File: config.mk
export PLATFORM = sky130hd
export DESIGN_NAME = isp_restart_marker_writer
export DESIGN_NICKNAME = d
export VERILOG_FILES = /design/src/rtl/isp_restart_marker_writer.sv
export SDC_FILE = /design/constraint.sdc
export NUM_CORES = 1
export LEC_CHECK = 0
export ABC_AREA = 0
export CAP_MARGIN = 40
export CORE_ASPECT_RATIO = 0.8
export CORE_MARGIN = 5
export CORE_UTILIZATION = 44
export CTS_CLUSTER_DIAMETER = 150
export DETAILED_ROUTE_END_ITERATION = 6
export HOLD_SLACK_MARGIN = 0.06
export PLACE_DENSITY = 0.76
export SKIP_LAST_GASP = 1
export SYNTH_ARGS = -nofsm -noshare
export SYNTH_HDL_FRONTEND = slang
export SYNTH_SLANG_ARGS = --single-unit
export TNS_END_PERCENT = 50
File: constraint.sdc
create_clock -name CLK -period 1.9 [get_ports CLK]
set_input_delay 0.475 -clock CLK [delete_from_list [all_inputs] [get_ports CLK]]
set_output_delay 0.475 -clock CLK [all_outputs]
set_load 0.01 [all_outputs]
File: src/rtl/isp_restart_marker_writer.sv
// Writes a 4-byte restart marker record into TPSRAM, reads it back and verifies it,
// then raises a level restart request; failed verifies retry a bounded number of times.
module isp_restart_marker_writer #(
  parameter logic [5:0]  BASE_ADDR  = 6'd0,
  parameter int unsigned RD_LATENCY = 1,
  parameter int unsigned MAX_RETRY  = 2,
  parameter logic [7:0]  MAGIC0     = 8'hA5,
  parameter logic [7:0]  MAGIC1     = 8'h5A
) (
  input  logic       CLK,
  input  logic       RESETn,
  input  logic       i_isp_done,
  input  logic [7:0] i_image_idx,
  input  logic       i_restart_ack,
  input  logic [7:0] i_TPSRAM_RD_sv,
  output logic       o_TPSRAM_WEN,
  output logic [5:0] o_TPSRAM_WADDR_sv,
  output logic [7:0] o_TPSRAM_WD,
  output logic       o_TPSRAM_REN,
  output logic [5:0] o_TPSRAM_RADDR_sv,
  output logic       o_busy,
  output logic       o_restart_req,
  output logic       o_error,
  output logic [1:0] o_attempts
);

  localparam logic [1:0] MaxAttempts = 2'(MAX_RETRY + 1);

  typedef enum logic [2:0] {StIdle, StWrite, StRead, StDrain, StReq, StError} state_e;

  state_e     r_state, w_state;
  logic [1:0] r_cnt, w_cnt;
  logic [7:0] r_idx, w_idx;
  logic [1:0] r_attempts, w_attempts;
  logic       r_wen, w_wen;
  logic [5:0] r_waddr, w_waddr;
  logic [7:0] r_wd, w_wd;
  logic       r_ren, w_ren;
  logic [5:0] r_raddr, w_raddr;
  logic       r_mismatch, w_mismatch;

  // Read-tag pipeline: a tag issued with REN lines up with RD exactly RD_LATENCY edges later.
  logic [RD_LATENCY-1:0] r_pv;
  logic [1:0]            r_pt [RD_LATENCY];
  logic                  w_cmp_vld;
  logic [1:0]            w_cmp_tag;
  logic                  w_cmp_bad;

  function automatic logic [7:0] rec_byte(input logic [1:0] k, input logic [7:0] idx);
    case (k)
      2'd0:    return MAGIC0;
      2'd1:    return MAGIC1;
      2'd2:    return idx;
      default: return ~(MAGIC0 ^ MAGIC1 ^ idx);
    endcase
  endfunction

  assign w_cmp_vld = r_pv[RD_LATENCY-1];
  assign w_cmp_tag = r_pt[RD_LATENCY-1];
  assign w_cmp_bad = w_cmp_vld && (i_TPSRAM_RD_sv != rec_byte(w_cmp_tag, r_idx));

  always_comb begin
    w_state    = r_state;
    w_cnt      = r_cnt;
    w_idx      = r_idx;
    w_attempts = r_attempts;
    w_wen      = 1'b0;
    w_waddr    = r_waddr;
    w_wd       = r_wd;
    w_ren      = 1'b0;
    w_raddr    = r_raddr;
    w_mismatch = r_mismatch | w_cmp_bad;
    unique case (r_state)
      StIdle: begin
        if (i_isp_done) begin
          w_idx      = i_image_idx;
          w_attempts = 2'd1;
          w_state    = StWrite;
          w_cnt      = 2'd0;
          w_wen      = 1'b1;
          w_waddr    = BASE_ADDR;
          w_wd       = MAGIC0;
          w_mismatch = 1'b0;
        end
      end
      StWrite: begin
        if (r_cnt != 2'd3) begin
          w_cnt   = r_cnt + 2'd1;
          w_wen   = 1'b1;
          w_waddr = BASE_ADDR + {4'd0, w_cnt};
          w_wd    = rec_byte(w_cnt, r_idx);
        end else begin
          w_state = StRead;
          w_cnt   = 2'd0;
          w_ren   = 1'b1;
          w_raddr = BASE_ADDR;
        end
      end
      StRead: begin
        if (r_cnt != 2'd3) begin
          w_cnt   = r_cnt + 2'd1;
          w_ren   = 1'b1;
          w_raddr = BASE_ADDR + {4'd0, w_cnt};
        end else begin
          w_state = StDrain;
        end
      end
      StDrain: begin
        if (w_cmp_vld && (w_cmp_tag == 2'd3)) begin
          if (!w_mismatch) begin
            w_state = StReq;
          end else if (r_attempts < MaxAttempts) begin
            // Retry reuses the record latched at acceptance.
            w_attempts = r_attempts + 2'd1;
            w_state    = StWrite;
            w_cnt      = 2'd0;
            w_wen      = 1'b1;
            w_waddr    = BASE_ADDR;
            w_wd       = MAGIC0;
            w_mismatch = 1'b0;
          end else begin
            w_state = StError;
          end
        end
      end
      StReq: begin
        if (i_restart_ack) w_state = StIdle;
      end
      StError: ;
      default: w_state = StIdle;
    endcase
  end

  always_ff @(posedge CLK) begin
    if (!RESETn) begin
      r_state    <= StIdle;
      r_cnt      <= 2'd0;
      r_idx      <= 8'd0;
      r_attempts <= 2'd0;
      r_wen      <= 1'b0;
      r_waddr    <= 6'd0;
      r_wd       <= 8'd0;
      r_ren      <= 1'b0;
      r_raddr    <= 6'd0;
      r_mismatch <= 1'b0;
    end else begin
      r_state    <= w_state;
      r_cnt      <= w_cnt;
      r_idx      <= w_idx;
      r_attempts <= w_attempts;
      r_wen      <= w_wen;
      r_waddr    <= w_waddr;
      r_wd       <= w_wd;
      r_ren      <= w_ren;
      r_raddr    <= w_raddr;
      r_mismatch <= w_mismatch;
    end
  end

  always_ff @(posedge CLK) begin
    if (!RESETn) begin
      r_pv <= '0;
      for (int i = 0; i < RD_LATENCY; i++) r_pt[i] <= 2'd0;
    end else begin
      r_pv[0] <= r_ren;
      r_pt[0] <= r_cnt;
      for (int i = 1; i < RD_LATENCY; i++) begin
        r_pv[i] <= r_pv[i-1];
        r_pt[i] <= r_pt[i-1];
      end
    end
  end

  assign o_TPSRAM_WEN      = r_wen;
  assign o_TPSRAM_WADDR_sv = r_waddr;
  assign o_TPSRAM_WD       = r_wd;
  assign o_TPSRAM_REN      = r_ren;
  assign o_TPSRAM_RADDR_sv = r_raddr;
  assign o_busy            = (r_state == StWrite) || (r_state == StRead) || (r_state == StReq);
  assign o_restart_req     = (r_state == StReq);
  assign o_error           = (r_state == StError);
  assign o_attempts        = r_attempts;

endmodule
**Word-level counts from Yosys, hierarchy flattened**

Memories as Yosys holds them, arrays and structs flattened.
Index checks and enable logic that the tools add are counted.

- Eq/ne operators: 21
- Reduce and logical (&&, ||, !) cells: 18
- Order comparisons: 1
- Mux-type cells: 53
- Add/subtract/negate cells: 2
- Bitwise gates (word level): 4

Operator list:

| operator | number |
|---|---|
| 8-bit one-hot mux with 3 select lines | 3 |
| 8-bit 2-to-1 mux | 5 |
| 6-bit 2-to-1 mux | 6 |
| 2-bit 2-to-1 mux | 11 |
| 3-bit 2-to-1 mux | 7 |
| 2-bit inequality test (second input constant) | 10 |
| 3-bit one-hot mux with 6 select lines | 1 |
| 6-bit one-hot mux with 3 select lines | 1 |
| 6-bit AND reduction | 3 |
| 8-bit inverter | 2 |
| 1-bit 2-to-1 mux | 13 |
| 6-bit one-hot mux with 2 select lines | 1 |
| 8-bit inequality test | 1 |
| 2-bit one-hot mux with 4 select lines | 1 |
| 2-bit == test (second input constant) | 3 |
| 3-bit by 2-bit == test with 1-bit output (second input constant) | 2 |
| 3-bit == test (second input constant) | 2 |
| 5-bit AND reduction | 1 |
| 2-bit by 1-bit adder with 2-bit output (second input constant) | 2 |
| 2-bit by 1-bit == test with 1-bit output (second input constant) | 2 |
| 2-bit logical NOT | 2 |
| 1-bit one-hot mux with 2 select lines | 2 |
| 2-bit one-hot mux with 2 select lines | 1 |
| 2-bit nonzero test | 2 |
| 13 further kinds | 15 |

- Word-level logic and storage cells: 111
- Memories: 1
- Memory bits (writable): 2
- Register bits after elaboration: 39

Memory list:

| name | words | width | read ports | clocked after memory_dff | wr ports | RTL line | RTL |
|---|---|---|---|---|---|---|---|
| r_pt | 1 | 2 | 1 | 0 | 1 | 44 | `logic [1:0] r_pt [RD_LATENCY];` |

**Longest topological paths before layout**

Gate-level depths: netlist (run 1).

- Depth after elaboration: 9
- Gate-level depth with buffers: 7
- Mapped depth without buffers: 7

**Least setup slack after synthesis (run 1)**

OpenSTA, ideal clock, no wires.

- Kind: input to register
- Start point: input port i_TPSRAM_RD_sv[1]
- End point: register r_cnt[0]
- Stages on the path: 5
- Path slack: -0.111 ns
- Required time: 1.777 ns
- Data arrival time: 1.888 ns
- Path through: or4_4 a311oi_4 nand2_4 o21ai_2 mux2_1

- Word-level cells in the longest chain between the ends: 5

Ends and longest elaborated chain:

| element | RTL line | RTL |
|---|---|---|
| from (decl) | 15 | `input logic [7:0] i_TPSRAM_RD_sv,` |
| 8-bit inequality test | 60 | `assign w_cmp_bad = w_cmp_vld && (i_TPSRAM_RD_sv != rec_byte(w_cmp_tag, r_idx));` |
| 1-bit logical AND | 60 |  |
| 1-bit OR | 72 | `w_mismatch = r_mismatch \| w_cmp_bad;` |
| 2-bit inequality test (no line) | -- |  |
| 6-bit AND reduction (no line) | -- |  |
| to (signal assigned) | 148 | `r_cnt <= w_cnt;` |
| to (decl) | 32 | `logic [1:0] r_cnt, w_cnt;` |

Every way passes these cells.
A chain may end at the register's enable or synchronous reset.

**Worst setup path after layout (run 1)**

- Start point: input port i_TPSRAM_RD_sv[5]
- End point: register r_cnt[1]

The elaborated chain is that of the path after synthesis.

==> results of run 1 <==
layer usage:
metal | up-vias | track usage [%] | share of wire, %
met5 | - | 0 | 0
met4 | 0 | 7.68 | 0.64
met3 | 4 | 4.80 | 7.7
met2 | 56 | 29.0 | 45
met1 | 794 | 24.4 | 46
li1 | 852 | - | -
power breakdown:
part	switching (mW)	total [mW]	internal [mW]
combinational	0.191	0.388	0.197
clock	0.271	0.699	0.428
sequential	0.0354	0.774	0.739
total	0.497	1.86	1.36
worst max-delay path: stages:
cell      delay (ns)
buf_4           0.10
nand2_2         0.05
or4_4           0.54
a311oi_4        0.27
nand2_4         0.15
o21ai_4         0.19
mux2_4          0.31
registers in the layout (all words and copies together) (netlist names), 2 cells and up:
register,count
o_attempts,2
r_state,3
o_TPSRAM_RADDR_sv,2
r_cnt,2
r_pt,2
r_idx,8
o_TPSRAM_WD,8
o_TPSRAM_WADDR_sv,2
cell families after synthesis:
kind of cell,share of synthesized area (%)
XOR/XNOR,3.88
other,0.207
buffers and inverters,5.95
adder cells (fa/ha/maj),1.38
AND/OR/NAND/NOR,26.4
flip-flops,36.5
multiplexers,5.67
AO/OA/AOI/OAI,19.9
layout make-up:
type / instances / area, sq um
repair buffers: 59 / 527
multi-input cells: 170 / 1150
clock buffers: 7 / 86.3
flip-flops and latches: 33 / 666
fillers: 335 / 1340
inverters: 3 / 11.3
well taps: 55 / 68.8
clock inverters: 1 / 30.0
cell usage in the layout (no fill, tap or decap), types with 3 or more instances in the layout:
master	netlist	routed
nand2_1	36	35
dfxtp_1	33	31
clkdlybuf4s50_1	0	27
buf_4	8	21
a21oi_1	17	17
nor2_1	14	14
and2_1	10	10
o21ai_0	8	8
mux2i_1	8	8
conb_1	1	8
xnor2_1	8	7
nor3_1	8	7
clkbuf_8	0	6
nand3_1	5	5
o211ai_1	5	5
dlygate4sd2_1	0	5
o211a_1	4	4
nor2b_1	5	3
inv_1	3	3
repair_timing:
item / in CTS / in global routing
resized for setup: 31 / 14
endpoints found under the hold margin: 0 / 0
gates cloned: 0 / 0
setup buffers: 2 / 0
pin swaps: 8 / 11
setup endpoints to repair: 21 / 18
how the worst max path moves through the flow:
stage | endpoint | slack [ns] | depth (start not counted)
after floorplan | r_cnt[0]$_SDFFE_PN0P_ | -0.06 | 5
after global placement | r_cnt[0]$_SDFFE_PN0P_ | -0.57 | 7
after detailed placement | r_cnt[0]$_SDFFE_PN0P_ | -0.63 | 7
after CTS | r_cnt[0]$_SDFFE_PN0P_ | -0.07 | 5
after global routing | o_TPSRAM_WD[2]$_SDFFE_PN0P_ | -0.04 | 5
final | r_cnt[1]$_SDFFE_PN0P_ | -0.01 | 7
==> results.cfg, run 1 <==
[outcome]
status = complete, but fails checks
failed_checks = negative setup slack

[layout]
finalCoreUtilization_pct = 65.5
synthToLayoutAreaGrowth_pct = 40.5
layout.nets = 294
diodes = 0
final_area_sq_um = 2540
finalNonFillerCells = 328
drive_above_1_share_pct = 21.2

[sta]
final_hold_viol_count = 0
rsz0062_at_grt = true
fin_crit_ns = 1.91
period_share_pct = 101
fin_skew_ns = 0.00174
setup_viol = 2
max_freq_ghz = 0.523
maxSlewViolCount = 0
timing.hold.ws_ns = 0.456
layout_setup_ws_ns = -0.0104
tns_ns = -0.0188

[power_and_ir_drop]
ir_drop_mv = 0.570
p_leak_nw = 1.06
power_mw = 1.86
p_per_area_nw_per_um2 = 733

[placement]
place_area_sq_um = 2330
dp_hpwl_um = 3500
portBuffers = 38
gp_congestion = 0.860
place_inst = 318
dp_slack_ns = -0.632

[cts]
clock-sinks = 33
cts_hold_buf = 0
cts_root_buf = clkbuf_8
cts.path.max_buffers = 2
numCtsBuffers = 5
path_clk_slew_ns = 0.07
htree_levels = 2
cts_tree = yes
clk_latency_ns = 0.29

[worst_setup_path]
start_kind = primary input
rr_startpoint = r_pt[0][0]$_SDFF_PN0_
arrival_ns = 2.09
r2r_slack_ns = -0.01
rr_endpoint = r_cnt[1]$_SDFFE_PN0P_
startpoint = i_TPSRAM_RD_sv[5]
crit_path_max_fanout = 6
r2r_cells = 5
crit_type = in2reg
required_ns = 2.08
critPathCaptureType = flip-flop

[route]
drc = 0
ant_nets = 0
wl_um = 4880
dr.first_iter.drc_count = 114
wl_per_cell_um = 14.9
num_vias = 1706
drtPass1Iterations = 4
viasPerCell = 5.20

[global_route]
antenna_found_initial = 0
gr-total-overflow = 0
grt_pass1_wl_um = 7770
grt_pass1_vias = 1697
grt_max_degree = 19
track_usage_pct = 18.6

[synthesis]
synth.area.top_cells = dfxtp_1 (37%), nand2_1 (7.5%), a21oi_1 (4.7%), mux2i_1 (4.4%), xnor2_1 (3.9%)
ys_warn_count = 0
synth_common_cells = nand2_1 (36), dfxtp_1 (33), a21oi_1 (17)
synth-async-reset-ratio_pct = 0
synth_flop_cell = dfxtp_1
yosysMostFrequentCell = nand2_1
synth-seq-area-share_pct = 36.5
synthDistinctLibCells = 45
syn_area_sq_um = 1810
synth_top_area_cell = dfxtp_1
post_synth.cell_area_avg_sq_um = 8.37
synthCells = 216
synth_top_area_share_pct = 36.5
synth-seq-cells = 33
synth_edf_count = 0

[hold_path]
min_to = o_TPSRAM_WD[0]$_SDFFE_PN0P_
min_path_cells = 2
min-delay-start = o_TPSRAM_WD[0]$_SDFFE_PN0P_
hold_class = reg2reg

[floorplan]
start_util_pct = 46.6
dieArea_sq_um = 5500
rows = 20
fp.dieW_um = 81.7
ios = 47
coreArea_sq_um = 3880
die_h_um = 67.3

[run]
cap_violations = 0
No activity file was read; power rests on OpenSTA's default activity.
==> run 2, diff against run 1 <==
--- a/config.mk
+++ b/config.mk
@@ -10,11 +10,11 @@
 export CORE_ASPECT_RATIO = 0.8
 export CORE_MARGIN = 5
 export CORE_UTILIZATION = 44
+export CTS_BUF_LIST = sky130_fd_sc_hd__clkbuf_16
 export CTS_CLUSTER_DIAMETER = 150
 export DETAILED_ROUTE_END_ITERATION = 6
 export HOLD_SLACK_MARGIN = 0.06
 export PLACE_DENSITY = 0.76
-export SKIP_LAST_GASP = 1
 export SYNTH_ARGS = -nofsm -noshare
 export SYNTH_HDL_FRONTEND = slang
 export SYNTH_SLANG_ARGS = --single-unit
==> results.cfg, run 2 (same netlist as run 1, synthesis figures left out) <==
[cts]
clk_latency_ns = 0.28
clock-sinks = 33
path_clk_slew_ns = 0.05
cts_root_buf = clkbuf_16
numCtsBuffers = 5
cts.path.max_buffers = 2
htree_levels = 2
cts_hold_buf = 0
cts_tree = yes

[sta]
final_hold_viol_count = 0
fin_crit_ns = 1.94
rsz0062_at_grt = true
maxSlewViolCount = 0
fin_skew_ns = 0.00424
layout_setup_ws_ns = -0.0353
setup_viol = 2
max_freq_ghz = 0.517
period_share_pct = 102
tns_ns = -0.0655
timing.hold.ws_ns = 0.455

[global_route]
antenna_found_initial = 0
gr-total-overflow = 0
track_usage_pct = 19.4
grt_max_degree = 19
grt_pass1_wl_um = 8040
grt_pass1_vias = 1704

[layout]
layout.nets = 294
finalNonFillerCells = 328
drive_above_1_share_pct = 20.9
synthToLayoutAreaGrowth_pct = 42.2
diodes = 0
final_cell_mix = nand2_1 (36), dfxtp_1 (31), clkdlybuf4s50_1 (27)
finalCoreUtilization_pct = 66.3
final_common_cell = nand2_1

[route]
wl_per_cell_um = 15.4
drtPass1Iterations = 4
dr.first_iter.drc_count = 78
num_vias = 1749
wl_um = 5060
ant_nets = 0
viasPerCell = 5.33
drc = 0

[floorplan]
start_util_pct = 46.6
fp.dieW_um = 81.7
rows = 20
dieArea_sq_um = 5500
die_h_um = 67.3
coreArea_sq_um = 3880
ios = 47

[hold_path]
min-delay-start = o_TPSRAM_WD[0]$_SDFFE_PN0P_
hold_class = reg2reg
min_path_cells = 2
min_to = o_TPSRAM_WD[0]$_SDFFE_PN0P_

[worst_setup_path]
crit_type = reg2reg
r2r_slack_ns = -0.04
r2r_cells = 8
arrival_ns = 2.10
rr_startpoint = r_pt[0][0]$_SDFF_PN0_
start_kind = flip-flop
critPathCaptureType = flip-flop
required_ns = 2.07
rr_endpoint = r_cnt[0]$_SDFFE_PN0P_
crit_path_max_fanout = 6

[outcome]
failed_checks = negative setup slack
status = complete, but fails checks

[power_and_ir_drop]
power_mw = 2.07
p_per_area_nw_per_um2 = 807
ir_drop_mv = 0.527
p_leak_nw = 1.06

[run]
cap_violations = 0

[placement]
portBuffers = 38
gp_congestion = 0.860
place_inst = 318
dp_hpwl_um = 3500
[run 2: changes by cell type in the layout (fill, tap and decap cells not counted), moves of 2 or more]
cell,change
buf_4,-2
clkbuf_16,+5
buf_2,+2
clkbuf_8,-6
[run 2: final cells by class]
| class | count | area, sq um |
|---|---|---|
| sequential | 33 | 666 |
| timing repair buffer | 59 | 514 |
| multi-input combinational | 170 | 1150 |
| clock inverter | 3 | 37.5 |
| clock buffer | 5 | 125 |
| fill | 327 | 1310 |
| inverter | 3 | 11.3 |
| tap | 55 | 68.8 |
[run 2: per-stage QoR]
stage | worst slack [ns] | cell area (sq um)
2_1_floorplan | -0.0639 | 1830
3_3_place_gp | -0.571 | 2330
3_5_place_dp | -0.632 | 2330
4_1_cts | -0.0728 | 2540
5_1_grt | -0.125 | 2570
6_report | -0.0353 | 2570
[run 2: report_power, final]
| part | switching [mW] | total (mW) | internal, mW | leakage, nW |
|---|---|---|---|---|
| Sequential | 0.0360 | 0.776 | 0.740 | 0.271 |
| Clock | 0.300 | 0.909 | 0.609 | 0.0826 |
| Combinational | 0.193 | 0.390 | 0.196 | 0.708 |
[run 2: worst max-delay path by stage]
stage / slack (ns) / from / end
CTS: -0.07 / r_pt[0][0]$_SDFF_PN0_ / r_cnt[0]$_SDFFE_PN0P_
finish: -0.04 / r_pt[0][0]$_SDFF_PN0_ / r_cnt[0]$_SDFFE_PN0P_
floorplan: -0.06 / i_TPSRAM_RD_sv[1] / r_cnt[0]$_SDFFE_PN0P_
global route: -0.13 / r_pt[0][0]$_SDFF_PN0_ / r_cnt[1]$_SDFFE_PN0P_
global placement: -0.57 / i_TPSRAM_RD_sv[5] / r_cnt[0]$_SDFFE_PN0P_
detailed placement: -0.63 / i_TPSRAM_RD_sv[5] / r_cnt[0]$_SDFFE_PN0P_
[run 2: per-layer routing]
layer	vias to the layer above	part of all wire [%]	GRT usage (%)	wire length, um
li1	858	-	-	-
met2	63	47	31.3	2380
met1	818	45	24.9	2270
met3	10	6.9	7.07	350
met5	-	0	0	0
met4	0	1.4	4.36	70
[run 2: timing repair]
item,in CTS,in global routing
resized for setup,33,12
pin swaps,8,9
setup endpoints to repair,21,16
hold endpoints to repair,0,0
setup buffers,2,0
[run 2: worst max-delay path, cell delays in order, from the launching register on]
cell and delay [ns]:
dfxtp_4 0.35, buf_4 0.14, nor4bb_4 0.30, nand2_1 0.10, a31oi_2 0.19, buf_4 0.14
nand2_4 0.09, o21ai_4 0.19, mux2_4 0.31
==> run 3, diff against run 2 <==
--- a/config.mk
+++ b/config.mk
@@ -8,9 +8,8 @@
 export ABC_AREA = 0
 export CAP_MARGIN = 40
 export CORE_ASPECT_RATIO = 0.8
-export CORE_MARGIN = 5
+export CORE_MARGIN = 2
 export CORE_UTILIZATION = 44
-export CTS_BUF_LIST = sky130_fd_sc_hd__clkbuf_16
 export CTS_CLUSTER_DIAMETER = 150
 export DETAILED_ROUTE_END_ITERATION = 6
 export HOLD_SLACK_MARGIN = 0.06
==> results.cfg, run 3 (same netlist as run 1, synthesis figures left out) <==
[worst_setup_path]
critPathCaptureType = flip-flop
rr_startpoint = r_pt[0][0]$_SDFF_PN0_
r2r_slack_ns = -0.04
crit_type = reg2reg
cp_cell_sequence = or4_4, a311oi_4, nand2_8, o21ai_4, mux2i_1
r2r_cells = 5
rr_endpoint = o_TPSRAM_WADDR_sv[1]$_SDFFE_PN0P_
arrival_ns = 2.15
start_kind = flip-flop
slowest_delay_ns = 0.52
crit_path_max_fanout = 6
critPathSlowestCell = or4_4
required_ns = 2.11

[sta]
tns_ns = -0.215
maxSlewViolCount = 0
fin_crit_ns = 1.94
max_freq_ghz = 0.516
period_share_pct = 102
fin_skew_ns = 0.00745
rsz0062_at_grt = true
final_hold_viol_count = 0
layout_setup_ws_ns = -0.0382
setup_viol = 9
timing.hold.ws_ns = 0.463

[placement]
dp_hpwl_um = 3400
dp_slack_ns = -0.625
portBuffers = 38
gp_congestion = 0.899
place_inst = 323
place_area_sq_um = 2370

[floorplan]
ios = 47
fp.dieW_um = 75.7
die_h_um = 61.3
dieArea_sq_um = 4640
start_util_pct = 46.6
rows = 20
coreArea_sq_um = 3880

[cts]
clock-sinks = 33
clk_latency_ns = 0.28
path_clk_slew_ns = 0.06
numCtsBuffers = 5
htree_levels = 2
cts_root_buf = clkbuf_8
cts.path.max_buffers = 2
cts_tree = yes

[global_route]
grt_pass1_vias = 1641
grt_pass1_wl_um = 7440
antenna_found_initial = 0
use_met1_pct = 29.9
gr-total-overflow = 0
track_usage_pct = 21.7
busiest_layer = met2
use_met2_pct = 33.3
grt_max_degree = 14
grtUsageMet3_pct = 5.24

[power_and_ir_drop]
p_per_area_nw_per_um2 = 700
ir_drop_mv = 0.525
p_leak_nw = 1.08
power_mw = 1.80

[route]
ant_nets = 0
wl_um = 4570
num_vias = 1726
drc = 0
drtPass1Iterations = 4
wl_per_cell_um = 13.7
dr.first_iter.drc_count = 71
viasPerCell = 5.18

[run]
cap_violations = 0

[hold_path]
min-delay-start = o_TPSRAM_WD[0]$_SDFFE_PN0P_
hold_class = reg2reg
min_path_cells = 2
min_to = o_TPSRAM_WD[0]$_SDFFE_PN0P_

[outcome]
failed_checks = negative setup slack
status = complete, but fails checks

[layout]
nFillCells = 328
diodes = 0
layout.nets = 300
finalCoreUtilization_pct = 66.5
final_cell_mix = nand2_1 (36), dfxtp_1 (31), clkdlybuf4s50_1 (27)
final_common_cell = nand2_1
final_area_sq_um = 2580
drive_above_1_share_pct = 22.3
synthToLayoutAreaGrowth_pct = 42.6
finalNonFillerCells = 333
## run 3: changes by cell type in the layout (fill, tap and decap cells not counted), moves of 2 or more
cell and delta:
clkbuf_8 +5, buf_4 +6, buf_6 +2, buf_2 -2, clkbuf_16 -5
## run 3: how the worst max path moves through the flow
stage	startpoint	to	slack, ns	cells after the start
2_1_floorplan	i_TPSRAM_RD_sv[1]	r_cnt[0]$_SDFFE_PN0P_	-0.06	5
3_3_place_gp	i_TPSRAM_RD_sv[5]	r_cnt[0]$_SDFFE_PN0P_	-0.57	7
3_5_place_dp	i_TPSRAM_RD_sv[5]	r_cnt[0]$_SDFFE_PN0P_	-0.63	7
4_1_cts	r_pt[0][0]$_SDFF_PN0_	r_cnt[1]$_SDFFE_PN0P_	-0.05	5
5_1_grt	i_TPSRAM_RD_sv[3]	o_TPSRAM_WADDR_sv[0]$_SDFFE_PN0P_	-0.16	8
6_report	r_pt[0][0]$_SDFF_PN0_	o_TPSRAM_WADDR_sv[1]$_SDFFE_PN0P_	-0.04	5
## run 3: power breakdown
part / total, mW / internal, mW / switching [mW]
Combinational: 0.396 / 0.206 / 0.191
Clock: 0.633 / 0.381 / 0.252
Sequential: 0.775 / 0.740 / 0.0353
## run 3: repair_timing
| action | in CTS | in global routing |
|---|---|---|
| hold buffers | 0 | 0 |
| buffers inserted | 3 | 1 |
| pin swaps | 8 | 11 |
| endpoints found under the setup margin | 21 | 17 |
| gates resized for setup | 36 | 8 |
## run 3: routing by layer
metal	vias up	share of wire [%]
met2	60	44
met1	795	49
met3	9	5.4
met4	0	1.5
met5	-	0
li1	862	-
## run 3: critical path: cells and delay by family, from the launching register on
family             cells  cell delay (ns)
muxes                  1             0.22
and+or+nand+nor        2             0.64
AOI/OAI and AO/OA      2             0.66
DFF                    1             0.34
## run 3: area by class of cell
type / instances / area, sq um / share of cell area, %
multi-input combinational: 170 / 1150 / 44.8
sequential: 33 / 663 / 25.7
timing repair buffer: 65 / 576 / 22.3
clock buffer: 5 / 68.8 / 2.67
tap: 55 / 68.8 / 2.67
clock inverter: 2 / 35.0 / 1.36
inverter: 3 / 11.3 / 0.437
